**src/rtl/display_pkg.sv**
```systemverilog
// Shared types and constants for the multiplexed 7-segment display scanner.
// Segment vectors are ordered g..a and are active-low.
package display_pkg;

  localparam logic [6:0] SEG_OFF = 7'h7F;

  typedef enum logic {
    DEAD = 1'b0,
    SHOW = 1'b1
  } scanState_t;

  localparam logic [6:0] SEG_0 = 7'b1000000;
  localparam logic [6:0] SEG_1 = 7'b1111001;
  localparam logic [6:0] SEG_2 = 7'b0100100;
  localparam logic [6:0] SEG_3 = 7'b0110000;
  localparam logic [6:0] SEG_4 = 7'b0011001;
  localparam logic [6:0] SEG_5 = 7'b0010010;
  localparam logic [6:0] SEG_6 = 7'b0000010;
  localparam logic [6:0] SEG_7 = 7'b1111000;
  localparam logic [6:0] SEG_8 = 7'b0000000;
  localparam logic [6:0] SEG_9 = 7'b0010000;
  localparam logic [6:0] SEG_A = 7'b0001000;
  localparam logic [6:0] SEG_B = 7'b0000011;
  localparam logic [6:0] SEG_C = 7'b1000110;
  localparam logic [6:0] SEG_D = 7'b0100001;
  localparam logic [6:0] SEG_E = 7'b0000110;
  localparam logic [6:0] SEG_F = 7'b0001110;

endpackage

```
**src/rtl/seg7_lut.sv**
```systemverilog
// Combinational hex nibble to active-low 7-segment (g..a) decoder.
module seg7_lut
  import display_pkg::*;
(
  input  logic [3:0] iNibble,
  output logic [6:0] oSeg
);

  always_comb begin
    oSeg = SEG_OFF;
    case (iNibble)
      4'h0: oSeg = SEG_0;
      4'h1: oSeg = SEG_1;
      4'h2: oSeg = SEG_2;
      4'h3: oSeg = SEG_3;
      4'h4: oSeg = SEG_4;
      4'h5: oSeg = SEG_5;
      4'h6: oSeg = SEG_6;
      4'h7: oSeg = SEG_7;
      4'h8: oSeg = SEG_8;
      4'h9: oSeg = SEG_9;
      4'hA: oSeg = SEG_A;
      4'hB: oSeg = SEG_B;
      4'hC: oSeg = SEG_C;
      4'hD: oSeg = SEG_D;
      4'hE: oSeg = SEG_E;
      4'hF: oSeg = SEG_F;
      default: oSeg = SEG_OFF;
    endcase
  end

endmodule

```
**src/rtl/display_scan_ctrl.sv**
```systemverilog
// Multiplexed common-anode display scanner with dead time and frame-aligned double buffering.
// Optional SCAN_LEADING_ZERO_BLANK_EN darkens leading zero digits at commit time.
//
// state | meaning
// DEAD  | all anodes off for one cycle at a digit switch
// SHOW  | anode idx on, segments driven from the committed buffer
module display_scan_ctrl
  import display_pkg::*;
#(
  parameter int NUM_DIGITS = 8,
  parameter int DIV        = 50000
) (
  input  logic                    iClk,
  input  logic                    iReset,
  input  logic [4*NUM_DIGITS-1:0] iData,
  input  logic [NUM_DIGITS-1:0]   iBlank,
  input  logic                    iLoad,
  output logic [6:0]              oSeg,
  output logic [NUM_DIGITS-1:0]   oAn,
  output logic                    oFrame,
  output logic                    oPending
);

  localparam int IW = $clog2(NUM_DIGITS);
  localparam int CW = $clog2(DIV);
  localparam logic [IW-1:0] LAST_IDX = IW'(NUM_DIGITS - 1);
  localparam logic [CW-1:0] LAST_CNT = CW'(DIV - 1);

  scanState_t state, stateNext;
  logic [CW-1:0] cnt;
  logic [IW-1:0] idx, idxNext;
  logic tick, wrap;

  logic [NUM_DIGITS-1:0][3:0] pendData, disp;
  logic [NUM_DIGITS-1:0]      pendBlank, blank, lzMask;
  logic [6:0]                 lutSeg, segNext;
  logic [NUM_DIGITS-1:0]      anNext;

  assign tick = (state == SHOW) && (cnt == LAST_CNT);
  assign wrap = tick && (idx == LAST_IDX);

  always_ff @(posedge iClk) begin
    if (iReset) begin
      state <= DEAD;
      cnt   <= '0;
      idx   <= '0;
    end else begin
      state <= stateNext;
      idx   <= idxNext;
      cnt   <= (cnt == LAST_CNT) ? '0 : cnt + CW'(1);
    end
  end

  always_comb begin
    stateNext = state;
    idxNext   = idx;
    case (state)
      DEAD: stateNext = SHOW;
      SHOW: begin
        if (tick) begin
          stateNext = DEAD;
          idxNext   = (idx == LAST_IDX) ? '0 : idx + IW'(1);
        end
      end
      default: stateNext = DEAD;
    endcase
  end

  // Decode from the next index so the registered outputs line up with the state register.
  seg7_lut uLut (
    .iNibble(disp[idxNext]),
    .oSeg   (lutSeg)
  );

  always_comb begin
    segNext = SEG_OFF;
    anNext  = '1;
    if (stateNext == SHOW) begin
      anNext[idxNext] = 1'b0;
      if (!blank[idxNext]) segNext = lutSeg;
    end
  end

`ifdef SCAN_LEADING_ZERO_BLANK_EN
  function automatic logic [NUM_DIGITS-1:0] leadZeroMask(
    input logic [NUM_DIGITS-1:0][3:0] nib,
    input logic [NUM_DIGITS-1:0]      bl
  );
    logic [NUM_DIGITS-1:0] mask;
    logic upperDark;
    mask      = '0;
    upperDark = 1'b1;
    for (int k = NUM_DIGITS - 1; k >= 1; k--) begin
      if (upperDark && (nib[k] == 4'h0)) mask[k] = 1'b1;
      upperDark = upperDark && ((nib[k] == 4'h0) || bl[k]);
    end
    return mask;
  endfunction

  assign lzMask = leadZeroMask(pendData, pendBlank);
`else
  assign lzMask = '0;
`endif

  always_ff @(posedge iClk) begin
    if (iReset) begin
      pendData  <= '0;
      pendBlank <= '1;
      oPending  <= 1'b0;
      disp      <= '0;
      blank     <= '1;
      oSeg      <= SEG_OFF;
      oAn       <= '1;
      oFrame    <= 1'b0;
    end else begin
      oSeg   <= segNext;
      oAn    <= anNext;
      oFrame <= wrap;
      if (wrap && oPending) begin
        disp  <= pendData;
        blank <= pendBlank | lzMask;
      end
      // A load on the commit tick refills pending after the old contents commit.
      if (iLoad) begin
        pendData  <= iData;
        pendBlank <= iBlank;
        oPending  <= 1'b1;
      end else if (wrap) begin
        oPending  <= 1'b0;
      end
    end
  end

endmodule
```
**config.mk**
```make
export PLATFORM = sky130hd
export DESIGN_NAME = display_scan_ctrl
export DESIGN_NICKNAME = d
export VERILOG_FILES = /design/src/rtl/display_pkg.sv /design/src/rtl/seg7_lut.sv /design/src/rtl/display_scan_ctrl.sv
export SDC_FILE = /design/constraint.sdc
export NUM_CORES = 1
export LEC_CHECK = 0
export ABC_CLOCK_PERIOD_IN_PS = 7900
export CORE_MARGIN = 2
export CORE_UTILIZATION = 45
export CTS_BUF_LIST = sky130_fd_sc_hd__clkbuf_4
export CTS_CLUSTER_DIAMETER = 30
export DETAILED_ROUTE_END_ITERATION = 16
export PLACE_DENSITY_LB_ADDON = 0.3
export SLEW_MARGIN = 20
export SYNTH_ARGS = -nofsm -noshare
export SYNTH_HDL_FRONTEND = slang
export SYNTH_SLANG_ARGS = --single-unit
```
**constraint.sdc**
```tcl
create_clock -name iClk -period 7.9 [get_ports iClk]
set_clock_uncertainty 0.05 [all_clocks]
set_input_delay 1.58 -clock iClk [delete_from_list [all_inputs] [get_ports iClk]]
set_output_delay 1.58 -clock iClk [all_outputs]
set_load 0.01 [all_outputs]
```
# Word-level counts from Yosys, hierarchy flattened

Memories as Yosys holds them, arrays and structs flattened. A register that Yosys moved wholly into a read port is not among the register bits.
Index checks and enable logic that the tools add are counted.

Register bits after elaboration: 110
Bits in latches: 0
Bits in writable memories: 0
Memory bits (read-only): 112
Input bits: 43
Output and inout port bits: 17
Word-level logic and storage cells: 55
Memories kept: 1

Add/subtract/negate cells: 2
$mul: 0
Divide/modulo/power cells: 0
$lt $le $gt $ge: 2
Eq/ne operators: 2
Shift operators: 0
Multiplexer cells: 13
Bitwise logic cells: 3
Reduce and logical (&&, ||, !) cells: 8

Memory list:

| name             | depth | width | rd ports | clocked after memory_dff | wr ports | RTL line       | RTL |
|---|---|---|---|---|---|---|---|
| (name not given) | 16    | 7     | 1        | 1                        | 0        | seg7_lut.sv:11 | `case (iNibble)` |

Operators with widths:

| kind                  | number |
|---|---|
| $add 16x1->16 const B | 1 |
| $eq 16x16->1 const B  | 1 |
| $bmux 4 s3            | 1 |
| $mux 3                | 3 |
| $not 8->8             | 1 |
| $mux 1                | 5 |
| $logic_and 1x1->1     | 4 |
| $lt 3x4->1 const B    | 1 |
| $mux 4                | 1 |
| $reduce_or 2->1       | 2 |
| $add 3x1->3 const B   | 1 |
| $bmux 1 s3            | 1 |
| $demux 1 s3           | 1 |
| $eq 3x3->1 const B    | 1 |
| $ge 3x1->1 const B    | 1 |
| $reduce_or 3->1       | 1 |
| $not 1->1             | 2 |
| $pmux 1 s2            | 1 |
| $reduce_bool 2->1     | 1 |

# Longest topological paths before layout

Word-level depth: 9
Mapped depth: 15
Gate-level depth less buffers: 13

# Modules after synthesis

Synthesis repeated with hierarchy kept, for this count alone.

Cell total of the unflattened synthesis: 529
Area total of the unflattened synthesis: 4770.8 sq um

Modules (own cells, without submodules):

| module            | instances | cells each | area an instance (sq um) | seq. area each (sq um) |
|---|---|---|---|---|
| display_scan_ctrl | 1         | 497        | 4495.6                   | 2342.2 |
| seg7_lut          | 1         | 32         | 275.3                    | 0.0 |

# Worst setup path after synthesis

No wires, ideal clock.

Path kind: flip-flop to flip-flop
From: reg cnt[7]
To: reg oSeg[3]
Library setup time: 0.139 ns
Data arrival time: 3.185 ns
Data required time: 7.711 ns
Slack: 4.526 ns
Cell stages (with the launch flop): 15
Path buffers: 2
Period minus slack after synthesis: 3.374 ns
Cells stage by stage: dfxtp_1 > or4b_1 > nor4_4 > mux2i_1 > buf_6 > buf_6 > mux2i_1 > nor2_1 > nor4_4 > inv_2 > ha_1 > inv_1 > mux2i_1 > nor3b_2 > a31oi_1

Cells in the longest elaborated chain, start to end: 7
Elaborated cells on any way between the ends: 12
Those cells by class: 1 x eq/ne; 8 x mux; 1 x bitwise; 2 x reduce/logical

Ends and longest elaborated chain:

| element                          | RTL line                | RTL |
|---|---|---|
| from (decl)                      | display_scan_ctrl.sv:30 | `logic [CW-1:0] cnt;` |
| from (signal assigned)           | display_scan_ctrl.sv:50 | `cnt <= (cnt == LAST_CNT) ? '0 : cnt + CW'(1);` |
| $eq 16x16->1 *                   | display_scan_ctrl.sv:39 | `assign tick = (state == SHOW) && (cnt == LAST_CNT);` |
| $logic_and 1x1->1 *              | display_scan_ctrl.sv:39 |  |
| $mux 3                           | display_scan_ctrl.sv:60 | `if (tick) begin` |
| $mux 3                           | display_scan_ctrl.sv:57 | `case (state)` |
| $bmux 1 s3                       | display_scan_ctrl.sv:80 | `if (!blank[idxNext]) segNext = lutSeg;` |
| $mux 1 (not written as such)     | display_scan_ctrl.sv:80 |  |
| $reduce_or 3->1 (no source line) | -                       |  |
| to (decl)                        | display_scan_ctrl.sv:18 | `output logic [6:0] oSeg,` |

Every way passes the cells marked *; elsewhere a longest branch is shown, timed or not. The select of a mux whose other input is x is not followed.
A chain may end at the register's enable or synchronous reset.

# Worst setup path after layout

From: reg cnt[6]
To: reg oSeg[3]

Same word-level chain as after synthesis.

==> results by group <==
Route
  – DR vias: 3710
  – DR pass1 iterations: 5
  – Detail Route Antenna Nets: 0
  – Vias per cell: 5.11
  – Avg WL per Cell: 13.5 um
  – Remaining DRCs: 0
  – WL final: a little under 10 mm
  – Initial DRC Count: approximately 200

Clock network
  – CTS Buf Count: 17
  – CTS tree: yes
  – Post-CTS setup buffers: 0
  – H-tree Lvls: 4
  – Post-CTS Hold Buffers: 0
  – Clk buf depth: 2
  – Num Clock Sinks: 117
  – Worst-path clk slew: 0.10 ns
  – Resize count post-CTS: 0
  – Worst skew pair latency: 0.52 ns
  – Root buf cell: clkbuf_4

Placed design
  – Post-Place Cell Area: about 5500 um^2
  – I/O Buffers: 59
  – Setup WS pre-CTS: 4.15 ns
  – Post-DP HPWL: 6.61 mm
  – RD Place Congestion: 0.829

STA
  – Max Clock Freq: ~260 MHz
  – Setup Viol. Count Final: 0
  – Minimum clock period: 3.84 ns
  – Final hold vios: 0
  – Slew margin rel.: 41.1%
  – Worst setup margin: approximately 4.1 ns
  – Final critical-path share of the clock period: between 40% and 50%
  – Max Slew Vio Count: 0
  – Setup tns final: 0 ns
  – Worst Tran Pin Value: 0.884 ns
  – RSZ-0062 raised after global routing: no

Worst setup path
  – Worst path required time: between 8 and 9 ns
  – Worst Path Arrival: 4.19 ns
  – Setup CP Type: flip-flop to flip-flop
  – Reg2reg path depth: 12
  – CP startpoint kind: flip-flop
  – Critical Path End Type: flip-flop
  – Crit path max fanout: 15

Die
  – Initial cell density of the core: roughly 47%
  – Die X: 108 um
  – Die H: 108 um
  – Core ar.: just over 10000 um^2
  – Ports: 60
  – FP Rows: 37
  – DIE AREA: 11600 um^2

Synthesis
  – Simple-gate share of the synthesized area: 22.2%
  – Mux cell area share after synthesis: between 10% and 20%
  – Xor-xnor portion of the synthesized cell area: 2.36%
  – Flop and latch count out of synthesis: 117
  – Synth area leaders: dfxtp_1, mux2i_1, nand2_1
  – Syn nets: 574
  – Cells after synthesis: 522
  – Avg Cell Area, Syn: 9.25 um^2
  – Share of the synthesized area in the top cell type: 48.5%
  – Unique masters post-synth: 48
  – Cell Area, Synth: 4830 um^2
  – Register area share after synthesis: 48.5%
  – Area leader, netlist: dfxtp_1
  – Compound-Gate Fraction of Synth Area: 9.56%
  – Largest family of logic cells by synthesized area: simple AND/OR/NAND/NOR gates
  – Synthesized-area fraction occupied by adder cells: between 2 and 2.5%
  – Synth warn: 0

GRT
  – Total track usage: 18.0%
  – First-pass GRT wire length: 16.5 mm
  – Initial antenna violation count: 0
  – Pin count of the biggest net entering global routing: 90
  – Grt ovf: 0
  – Vias in the first global route: 3577

Layout
  – ANT cells: 0
  – Cell area after layout: about 5800 um^2
  – Final Net Count: 629
  – Area Overhead vs Synth: 19.9%
  – Fin util: between 50% and 60%
  – Commonest non-fill, non-tap cells in the layout: dfxtp_1, nand2_1, nor2_1, clkdlybuf4s50_1, mux2i_1
  – Fraction of layout cells with a size suffix above 1: between 8 and 9%
  – Commonest non-fill, non-tap cell in the layout: dfxtp_1
  – Filler cell count in the final layout: 987

Pwr
  – Max VDD drop: 0.0934 mV
  – PwrDens: 194 nW/um^2
  – Power consumption: 1.12 mW
  – Pleak: 2.39 nW

Worst hold path
  – Hold path cells: 2
  – Hold crit path type: flip-flop to flip-flop

Run status
  – Status: complete, no violations

Job
  – Max-cap violations: 0
-- critical path: stages (launching register included) --
cell     delay (ns)
dfxtp_1        0.44
or4b_4         0.52
nor4b_4        0.78
nor2_1         0.16
a31oi_1        0.42
o22ai_1        0.12
nor2_1         0.40
inv_1          0.15
ha_1           0.24
inv_1          0.10
mux2i_1        0.10
nor3b_2        0.20
a31oi_1        0.06
-- cells in the mapped netlist (all sizes together) --
| library cell | n |
|---|---|
| a211o | 8 |
| a21oi | 35 |
| a221oi | 2 |
| a22o | 1 |
| a22oi | 1 |
| a31o | 4 |
| a31oi | 5 |
| and2 | 2 |
| and3 | 5 |
| buf | 6 |
| clkbuf | 22 |
| dfxtp | 117 |
| ha | 9 |
| inv | 10 |
| mux2i | 56 |
| nand2 | 93 |
| nand2b | 2 |
| nand3 | 13 |
| nand3b | 8 |
| nand4 | 3 |
| nand4bb | 1 |
| nor2 | 66 |
| nor2b | 9 |
| nor3 | 5 |
| nor3b | 3 |
| nor4 | 2 |
| nor4b | 2 |
| nor4bb | 1 |
| o211ai | 1 |
| o21ai | 4 |
| o221ai | 2 |
| o22ai | 6 |
| o311ai | 1 |
| or3 | 1 |
| or4b | 2 |
| or4bb | 1 |
| xnor2 | 5 |
| xor2 | 8 |
-- cell families (layout without fill, tap and decap cells) --
logic type,count (synthesis),count (layout)
and+or+nand+nor,219,219
DFF,117,117
AOI/OAI and AO/OA,70,70
muxes,56,56
buffers and inverters,38,106
xor gates and xnor gates,13,13
adders and majority gates,9,9
-- final cells by class --
| cell class | instances | area, um^2 | share of cell area [%] |
|---|---|---|---|
| clock inverters | 14 | 160 | 2.77 |
| well taps | 136 | 170 | 2.94 |
| multi-input cells | 367 | 2330 | 40.2 |
| clock buffers | 18 | 135 | 2.33 |
| flip-flops and latches | 117 | 2340 | 40.5 |
| repair buffers | 64 | 618 | 10.7 |
| inverters | 10 | 37.5 | 0.648 |
-- flip-flops by register name (all words and copies together), names as in the netlist --
register,flops
disp,32
pendData,32
cnt,16
blank,8
oAn,8
pendBlank,8
oSeg,7
idx,3
oFrame,1
oPending,1
state,1
-- through the flow --
stage | hold slack [ns] | cells
floorplan | 0.376 | 522
finish | 0.407 | 726
global placement | 0.389 | 694
global route | 0.422 | 726
CTS | 0.409 | 726
detailed placement | 0.396 | 694
-- power breakdown --
group	internal, mW	switching (mW)
registers	0.604	0.00856
clock network	0.219	0.231
logic	0.0349	0.0247
-- routing by layer --
metal	global-route usage, %	up-vias	wire length (um)
li1	-	1897	-
met1	23.8	1717	4770
met2	28.1	83	4420
met3	4.60	13	459
met4	7.05	0	141
met5	0	-	0
-- worst paths after layout --
check                 from  slack, ns       end
setup reg to reg    cnt[6]       4.06   oSeg[3]
setup / recovery    cnt[6]       4.06   oSeg[3]
hold / removal    disp[19]       0.41  disp[19]
hold reg to reg   disp[19]       0.41  disp[19]
(Power assumes the default switching activity.)
